### config.mk
export PLATFORM = sky130hd
export DESIGN_NAME = mem_wb
export DESIGN_NICKNAME = d
export VERILOG_FILES = /design/src/rtl/cpu_pkg.sv /design/src/rtl/wb_select.sv /design/src/rtl/mem_wb.sv
export SDC_FILE = /design/constraint.sdc
export NUM_CORES = 1
export LEC_CHECK = 0
export ABC_CLOCK_PERIOD_IN_PS = 4800
export CAP_MARGIN = 40
export CORE_ASPECT_RATIO = 0.6
export CORE_MARGIN = 3
export CORE_UTILIZATION = 45
export DETAILED_ROUTE_END_ITERATION = 8
export PLACE_DENSITY = 0.82
export SKIP_LAST_GASP = 1
export SYNTH_ARGS = -nofsm -noshare
export SYNTH_HDL_FRONTEND = slang
export SYNTH_SLANG_ARGS = --single-unit
export TNS_END_PERCENT = 20
### constraint.sdc
create_clock -name clk -period 4.8 [get_ports clk]
set_clock_uncertainty 0.15 [all_clocks]
set_input_delay 1.44 -clock clk [delete_from_list [all_inputs] [get_ports clk]]
set_output_delay 1.44 -clock clk [all_outputs]
set_load 0.02 [all_outputs]
### src/rtl/cpu_pkg.sv
// Shared CPU datapath constants and the writeback-select priority encoding.
package cpu_pkg;

    localparam int DATA_W   = 32;
    localparam int REG_AW   = 5;
    localparam int LINK_REG = 31;

    localparam logic [2:0] WB_SEL_LINK = 3'd0;
    localparam logic [2:0] WB_SEL_LUI  = 3'd1;
    localparam logic [2:0] WB_SEL_MEMB = 3'd2;
    localparam logic [2:0] WB_SEL_MEMW = 3'd3;
    localparam logic [2:0] WB_SEL_ALU  = 3'd4;

    // Fixed priority: link beats lui beats byte load beats word load beats ALU.
    function automatic logic [2:0] wb_sel(input logic jal, input logic lui,
                                          input logic mem_to_reg, input logic lb);
        if (jal)                   return WB_SEL_LINK;
        else if (lui)              return WB_SEL_LUI;
        else if (mem_to_reg && lb) return WB_SEL_MEMB;
        else if (mem_to_reg)       return WB_SEL_MEMW;
        else                       return WB_SEL_ALU;
    endfunction

endpackage

### src/rtl/wb_select.sv
// Combinational writeback mux: link address, lui, sign-extended byte load, word load or ALU result.
module wb_select
    import cpu_pkg::*;
#(
    parameter int W      = 32,
    parameter int PC_INC = 1
) (
    input  logic         jal,
    input  logic         lui,
    input  logic         mem_to_reg,
    input  logic         lb,
    input  logic [W-1:0] pc,
    input  logic [W-1:0] imm,
    input  logic [W-1:0] alu,
    input  logic [W-1:0] mem_rdata,
    output logic [W-1:0] data
);

    logic [7:0] byte_sel;
    logic       unused_imm_hi;

    assign unused_imm_hi = ^imm[W-1:16];

    // The low address bits pick the byte lane, little-endian.
    always_comb begin
        byte_sel = 8'h00;
        case (alu[1:0])
            2'd0: byte_sel = mem_rdata[7:0];
            2'd1: byte_sel = mem_rdata[15:8];
            2'd2: byte_sel = mem_rdata[23:16];
            2'd3: byte_sel = mem_rdata[31:24];
            default: byte_sel = 8'h00;
        endcase
    end

    always_comb begin
        data = alu;
        case (wb_sel(jal, lui, mem_to_reg, lb))
            WB_SEL_LINK: data = pc + W'(PC_INC);
            WB_SEL_LUI:  data = W'({imm[15:0], 16'h0000});
            WB_SEL_MEMB: data = {{(W-8){byte_sel[7]}}, byte_sel};
            WB_SEL_MEMW: data = mem_rdata;
            default:     data = alu;
        endcase
    end

endmodule

### src/rtl/mem_wb.sv
// MEM/WB pipeline register with stall/flush, writeback select and retire/load counters.
// Optional MEM_WB_FWD_EN adds combinational forwarding copies of the write port.
module mem_wb #(
    parameter int DATA_W   = cpu_pkg::DATA_W,
    parameter int REG_AW   = cpu_pkg::REG_AW,
    parameter int CNT_W    = 32,
    parameter int PC_INC   = 1,
    parameter int LINK_REG = cpu_pkg::LINK_REG
) (
    input  logic              clk,
    input  logic              rst,
    input  logic              in_valid,
    input  logic              stall,
    input  logic              flush,
    input  logic              clr_cnt,
    input  logic [REG_AW-1:0] rw_i,
    input  logic              jal_i,
    input  logic              lui_i,
    input  logic              MemToReg_i,
    input  logic              Regwrite_i,
    input  logic              lb_i,
    input  logic [DATA_W-1:0] PC_i,
    input  logic [DATA_W-1:0] Imm_i,
    input  logic [DATA_W-1:0] ALU_i,
    input  logic [DATA_W-1:0] mem_rdata_i,
    output logic              wb_valid,
    output logic              wb_we,
    output logic [REG_AW-1:0] wb_rw,
    output logic [DATA_W-1:0] wb_data,
    output logic [CNT_W-1:0]  retire_cnt,
    output logic [CNT_W-1:0]  load_cnt
`ifdef MEM_WB_FWD_EN
    ,
    output logic              fwd_valid,
    output logic [REG_AW-1:0] fwd_rw,
    output logic [DATA_W-1:0] fwd_data
`endif
);

    logic [REG_AW-1:0] dest;
    logic [DATA_W-1:0] sel_data;
    logic              capture;

    assign dest    = jal_i ? REG_AW'(LINK_REG) : rw_i;
    assign capture = !flush && !stall;

    wb_select #(
        .W      (DATA_W),
        .PC_INC (PC_INC)
    ) u_wb_select (
        .jal        (jal_i),
        .lui        (lui_i),
        .mem_to_reg (MemToReg_i),
        .lb         (lb_i),
        .pc         (PC_i),
        .imm        (Imm_i),
        .alu        (ALU_i),
        .mem_rdata  (mem_rdata_i),
        .data       (sel_data)
    );

    always_ff @(posedge clk or posedge rst) begin
        if (rst) begin
            wb_valid <= 1'b0;
            wb_we    <= 1'b0;
            wb_rw    <= '0;
            wb_data  <= '0;
        end else if (flush) begin
            wb_valid <= 1'b0;
            wb_we    <= 1'b0;
            wb_rw    <= '0;
            wb_data  <= '0;
        end else if (!stall) begin
            wb_valid <= in_valid;
            // r0 is hardwired zero, so writes to it are dropped here.
            wb_we    <= in_valid && Regwrite_i && (dest != '0);
            wb_rw    <= dest;
            wb_data  <= sel_data;
        end
    end

    always_ff @(posedge clk or posedge rst) begin
        if (rst) begin
            retire_cnt <= '0;
            load_cnt   <= '0;
        end else if (clr_cnt) begin
            retire_cnt <= '0;
            load_cnt   <= '0;
        end else if (capture && in_valid) begin
            retire_cnt <= retire_cnt + CNT_W'(1);
            if (MemToReg_i)
                load_cnt <= load_cnt + CNT_W'(1);
        end
    end

`ifdef MEM_WB_FWD_EN
    assign fwd_valid = wb_we;
    assign fwd_rw    = wb_rw;
    assign fwd_data  = wb_data;
`endif

endmodule
Word level (Yosys, flattened, before mapping):

Index checks and enable logic that the tools add are counted.

* reduce and logical (&&, ||, !) cells: 13
* muxes and demuxes: 20
* add/sub/neg operators: 3
* eq/ne operators: 7

Operators by type and width (number)
* $mux W32: 7
* $pmux W32 S4: 1
* $add A32 B1 Y32 const B: 3
* $pmux W8 S4: 1
* $mux W5: 3
* $mux W3: 4
* $eq A3 B2 Y1 const B: 2
* $logic_and A1 B1 Y1: 5
* $reduce_bool A5 Y1: 1
* $eq A2 B2 Y1 const B: 2
* $mux W1: 4
* $reduce_bool A2 Y1: 2
* $eq A3 B1 Y1 const B: 1
* $logic_not A3 Y1: 1
* $eq A2 B1 Y1 const B: 1
* $logic_not A1 Y1: 2
* $logic_not A2 Y1: 1
* $ne A2 B1 Y1 const B: 1
* $reduce_and A2 Y1: 1

* bits of input ports: 144
* flip-flop bits (word level): 103
* word-level logic and storage cells: 49

Longest topological paths before layout:

* depth after elaboration: 8
* mapped depth: 8
* gate-level depth less buffers: 6

Cells and area by module:

Synthesis repeated with hierarchy kept, for this count alone.

* cells, all modules: 765
* area total of the unflattened synthesis: 6722.7 sq um

Modules (own cells, without submodules)
* mem_wb: cells an instance 485, seq. area each 2577.5 sq um, instances 1, area each 4868.4 sq um
* wb_select: cells an instance 280, seq. area each 0.0 sq um, instances 1, area each 1854.3 sq um

Least setup slack after synthesis:

No wires, ideal clock.

* path type: input to register
* start: input PC_i[0]
* end: register wb_data[22]
* slack: 1545 ps
* arrival: 2963 ps
* stages on the path: 7
* path buffers: 1
* library setup time: 142 ps
* cell sequence: ha_1 nand4_1 or3_1 buf_2 or4_4 xor2_1 a31oi_2

* word-level cells in the longest chain between the ends: 4

RTL lines
* start, declared: line mem_wb.sv:22 `input logic [DATA_W-1:0] PC_i,`
* $add A32 B1 Y32: line wb_select.sv:39 `WB_SEL_LINK: data = pc + W'(PC_INC);`
* $pmux W32 S4: line wb_select.sv:38 `case (wb_sel(jal, lui, mem_to_reg, lb))`
* $mux W32: line mem_wb.sv:73 `end else if (!stall) begin`
* $mux W32: line mem_wb.sv:68 `end else if (flush) begin`
* end signal, assigned: line mem_wb.sv:78 `wb_data <= sel_data;`
* end, declared: line mem_wb.sv:29 `output logic [DATA_W-1:0] wb_data,`

No other way between the ends. The select of a mux whose other input is x is not followed.
A chain may end at the register's enable or synchronous reset.

Final worst setup path:

Ends and elaborated chain as after synthesis.

==> flow_metrics.py <==
metrics = {
    "clock_network": {
        "post_cts_resized": 0,
        "hold_buffers": 0,
        "numCtsBuffers": 9,
        "htree_levels": 3,
        "clock_path_buffers": 2,
        "clkSinkCount": 103,
        "clk_latency_ns": 0.34,
        "tritoncts": "yes",
        "clk_pin_slew_ns": 0.07,
        "clock_tree.root_cell": "clkbuf_16",
        "post_cts_buffers": 0,
    },
    "sta": {
        "fin_crit_sh_pct": 82.64,
        "setup_violations": 0,
        "tightest_slew_ns": 0.8948,
        "fmax_ghz": 0.2521,
        "slew_violations": 0,
        "hold_viol": 0,
        "fin_crit_ns": 3.967,
        "fin_setup_tns_ns": 0,
        "maxSlewHeadroom_pct": 39.89,
        "rsz0062_at_grt": "no",
    },
    "critical_path": {
        "critPathSlowestCell": "clkdlybuf4s50_1",
        "slowest_delay_ns": 0.58,
        "arrival_ns": 4.02,
        "r2r_slack_ns": 2.56,
        "end_kind": "flip-flop",
        "worstSetupPathType": "input port to flip-flop",
        "cp.required_ns": 4.85,
        "cp_max_fo": 5,
        "crit_chain": "clkdlybuf4s50_1, ha_1, nand4_1, or3_1, or4_4, xor2_1, a31oi_2",
        "cp_num_buf_inv": 1,
        "worstSetupStartpointType": "input port",
        "cp_top_family": "simple AND/OR/NAND/NOR gates",
    },
    "synthesis": {
        "synth-seq-cells": 103,
        "yosys-top-cells-area": "dfrtp_1, xor2_1, nor2_1",
        "synth_fa_ha_area_share_pct": 0.5741,
        "postSynth.asyncResetShare_pct": 100.0,
        "ys_types": 67,
        "syn_nets": 902,
        "synthTopCellsByCount": "dfrtp_1, nor2_1, nand2_1, xor2_1, nand3_1",
        "synth-edff-count": 0,
        "synth.top_cell.area_share_pct": 39.42,
        "synth-compound-area-share_pct": 16.44,
        "syn_area_mm2": 0.006539,
        "ys_warn_count": 0,
        "synthMuxAreaShare_pct": 1.722,
        "synthCells": 755,
        "synth_xor_area_share_pct": 10.58,
        "synth_top_family_by_area": "simple AND/OR/NAND/NOR gates",
        "synth_top_flop_cell": "dfrtp_1",
        "synth_top_cell_by_area": "dfrtp_1",
        "syn_area_per_cell_um2": 8.661,
        "synth_most_common_cell": "dfrtp_1",
        "yosys.area_share.simple_pct": 27.67,
        "ys_seq_area_share_pct": 39.42,
    },
    "cells_and_area": {
        "n_antenna_cell": 0,
        "instances_no_fill": 1170,
        "nNetsFinal": 1121,
        "drive_above_1_share_pct": 5.624,
        "fin_area_mm2": 0.009360,
        "syn2layout_area_growth_pct": 43.15,
    },
    "detailed_routing": {
        "routed_via_density": 5.923,
        "wirelength_um": 24270,
        "wl_per_cell_um": 20.75,
        "dr.pass1.iters": 6,
        "drc_errors": 0,
        "via_count": 6930,
        "drtIter0Drc": 694,
        "ant_nets": 0,
    },
    "power_and_ir_drop": {
        "fin_total_pwr_mw": 2.046,
        "pwr-share-comb_pct": 20.7,
        "clockPowerShare_pct": 34.9,
        "internal_power_mw": 1.452,
        "seqPwrFrac_pct": 44.4,
        "switchingPower_uw": 594.1,
        "p_per_area_mw_per_mm2": 218.6,
        "peakVddDrop_v": 0.0001445,
        "p_leak_nw": 3.670,
        "swShare_pct": 29.03,
    },
    "hold_path": {
        "hold_class": "flip-flop to flip-flop",
    },
    "grt": {
        "grt_pass1_vias": 6511,
        "antenna_found_initial": 0,
        "gr-total-overflow": 0,
        "grt_pass1_wl_um": 37430,
        "grt_max_degree": 61,
        "track_usage_pct": 29.96,
    },
    "placement": {
        "hpwl_um": 18810,
        "dp.cells": 1155,
        "post_dp_cell_area_mm2": 0.009081,
        "portBuffers": 230,
        "gp_congestion": 0.9726,
    },
    "die": {
        "die_area_mm2": 0.01606,
        "die_y_um": 99.37,
        "start_util_pct": 46.99,
        "coreArea_mm2": 0.01391,
        "num_rows": 33,
        "die_w_um": 161.6,
        "ios": 247,
    },
    "flow_run": {
        "maxCapViolCount": 0,
    },
    "status": {
        "status": "finished, final reports clean",
    },
}
==> state kept, by name, indices dropped and copies added, names as in the netlist <==
| name | cells |
|---|---|
| load_cnt | 32 |
| retire_cnt | 32 |
| wb_data | 32 |
| wb_rw | 5 |
| wb_valid | 1 |
| wb_we | 1 |
==> power groups by stage <==
stage               combinational [mW]  clock, mW  sequential [mW]
floorplan                        0.151          0            0.949
global placement                 0.411          0            0.924
detailed placement               0.416          0            0.924
CTS                              0.418      0.729            0.908
global route                     0.451      0.775            0.911
finish                           0.423      0.715            0.909
==> path summary, 6_finish.rpt <==
check | start | end | cells past startpoint
worst max-delay path | PC_i[0] | wb_data[22]$_DFFE_PP0P_ | 7
worst min-delay path | wb_data[9]$_DFFE_PP0P_ | wb_data[9]$_DFFE_PP0P_ | 2
worst max register to register | retire_cnt[10]$_DFFE_PP0P_ | retire_cnt[23]$_DFFE_PP0P_ | 5
worst min register to register | wb_data[9]$_DFFE_PP0P_ | wb_data[9]$_DFFE_PP0P_ | 2
max in group asynchronous | rst | load_cnt[20]$_DFFE_PP0P_ | 3
min in group asynchronous | rst | wb_rw[3]$_DFFE_PP0P_ | 2
==> logic make-up (layout without fill, tap and decap cells) <==
logic type / Yosys count / in the layout
AOI/OAI and AO/OA: 150 / 150
xor gates and xnor gates: 79 / 79
adders and majority gates: 3 / 3
buffers and inverters: 59 / 282
DFF: 103 / 103
muxes: 11 / 11
and+or+nand+nor: 350 / 350
==> worst register-to-register path, stage by stage, from the launching register on <==
cell and delay [ns]:
dfrtp_1 0.47, and4_1 0.26, and3_1 0.34, nand3_1 0.36
or3_1 0.46, a21oi_1 0.14
==> final cells by class <==
| type | instances | area, um^2 |
|---|---|---|
| flip-flops and latches | 103 | 2577 |
| fillers | 1155 | 4554 |
| clock inverters | 6 | 53.80 |
| well taps | 192 | 240.2 |
| repair buffers | 253 | 2480 |
| clock buffers | 9 | 225.2 |
| inverters | 14 | 55.05 |
| multi-input cells | 593 | 3729 |
==> routing by layer <==
metal	GRT usage (%)	part of all wire [%]	up-vias
li1	-	-	3219
met3	10.90	12	28
met5	0	0	-
met2	41.26	41	382
met4	5.701	1.5	0
met1	45.18	46	3301
==> stage by stage <==
stage	hold slack (ns)	utilization (%)	setup WS [ns]
2_1_floorplan	0.4400	-	0.5062
3_3_place_gp	0.3155	65.17	0.5701
3_5_place_dp	0.3293	65.26	0.5122
4_1_cts	0.3450	67.27	0.8798
5_1_grt	0.3631	67.27	0.6905
6_report	0.3388	67.27	0.8334
==> placed cells by master, fill, tap and decap left out, drive strengths merged, types with 24 or more instances in the layout <==
cell type	netlist	routed
xnor2	28	28
dfrtp	103	103
nand4	36	36
a21oi	34	34
nor2	97	97
nand3	36	36
o21ai	31	31
nor3	30	30
buf	15	24
nand2	59	59
clkdlybuf4s50	0	229
xor2	51	51
(Power assumes the default switching activity.)
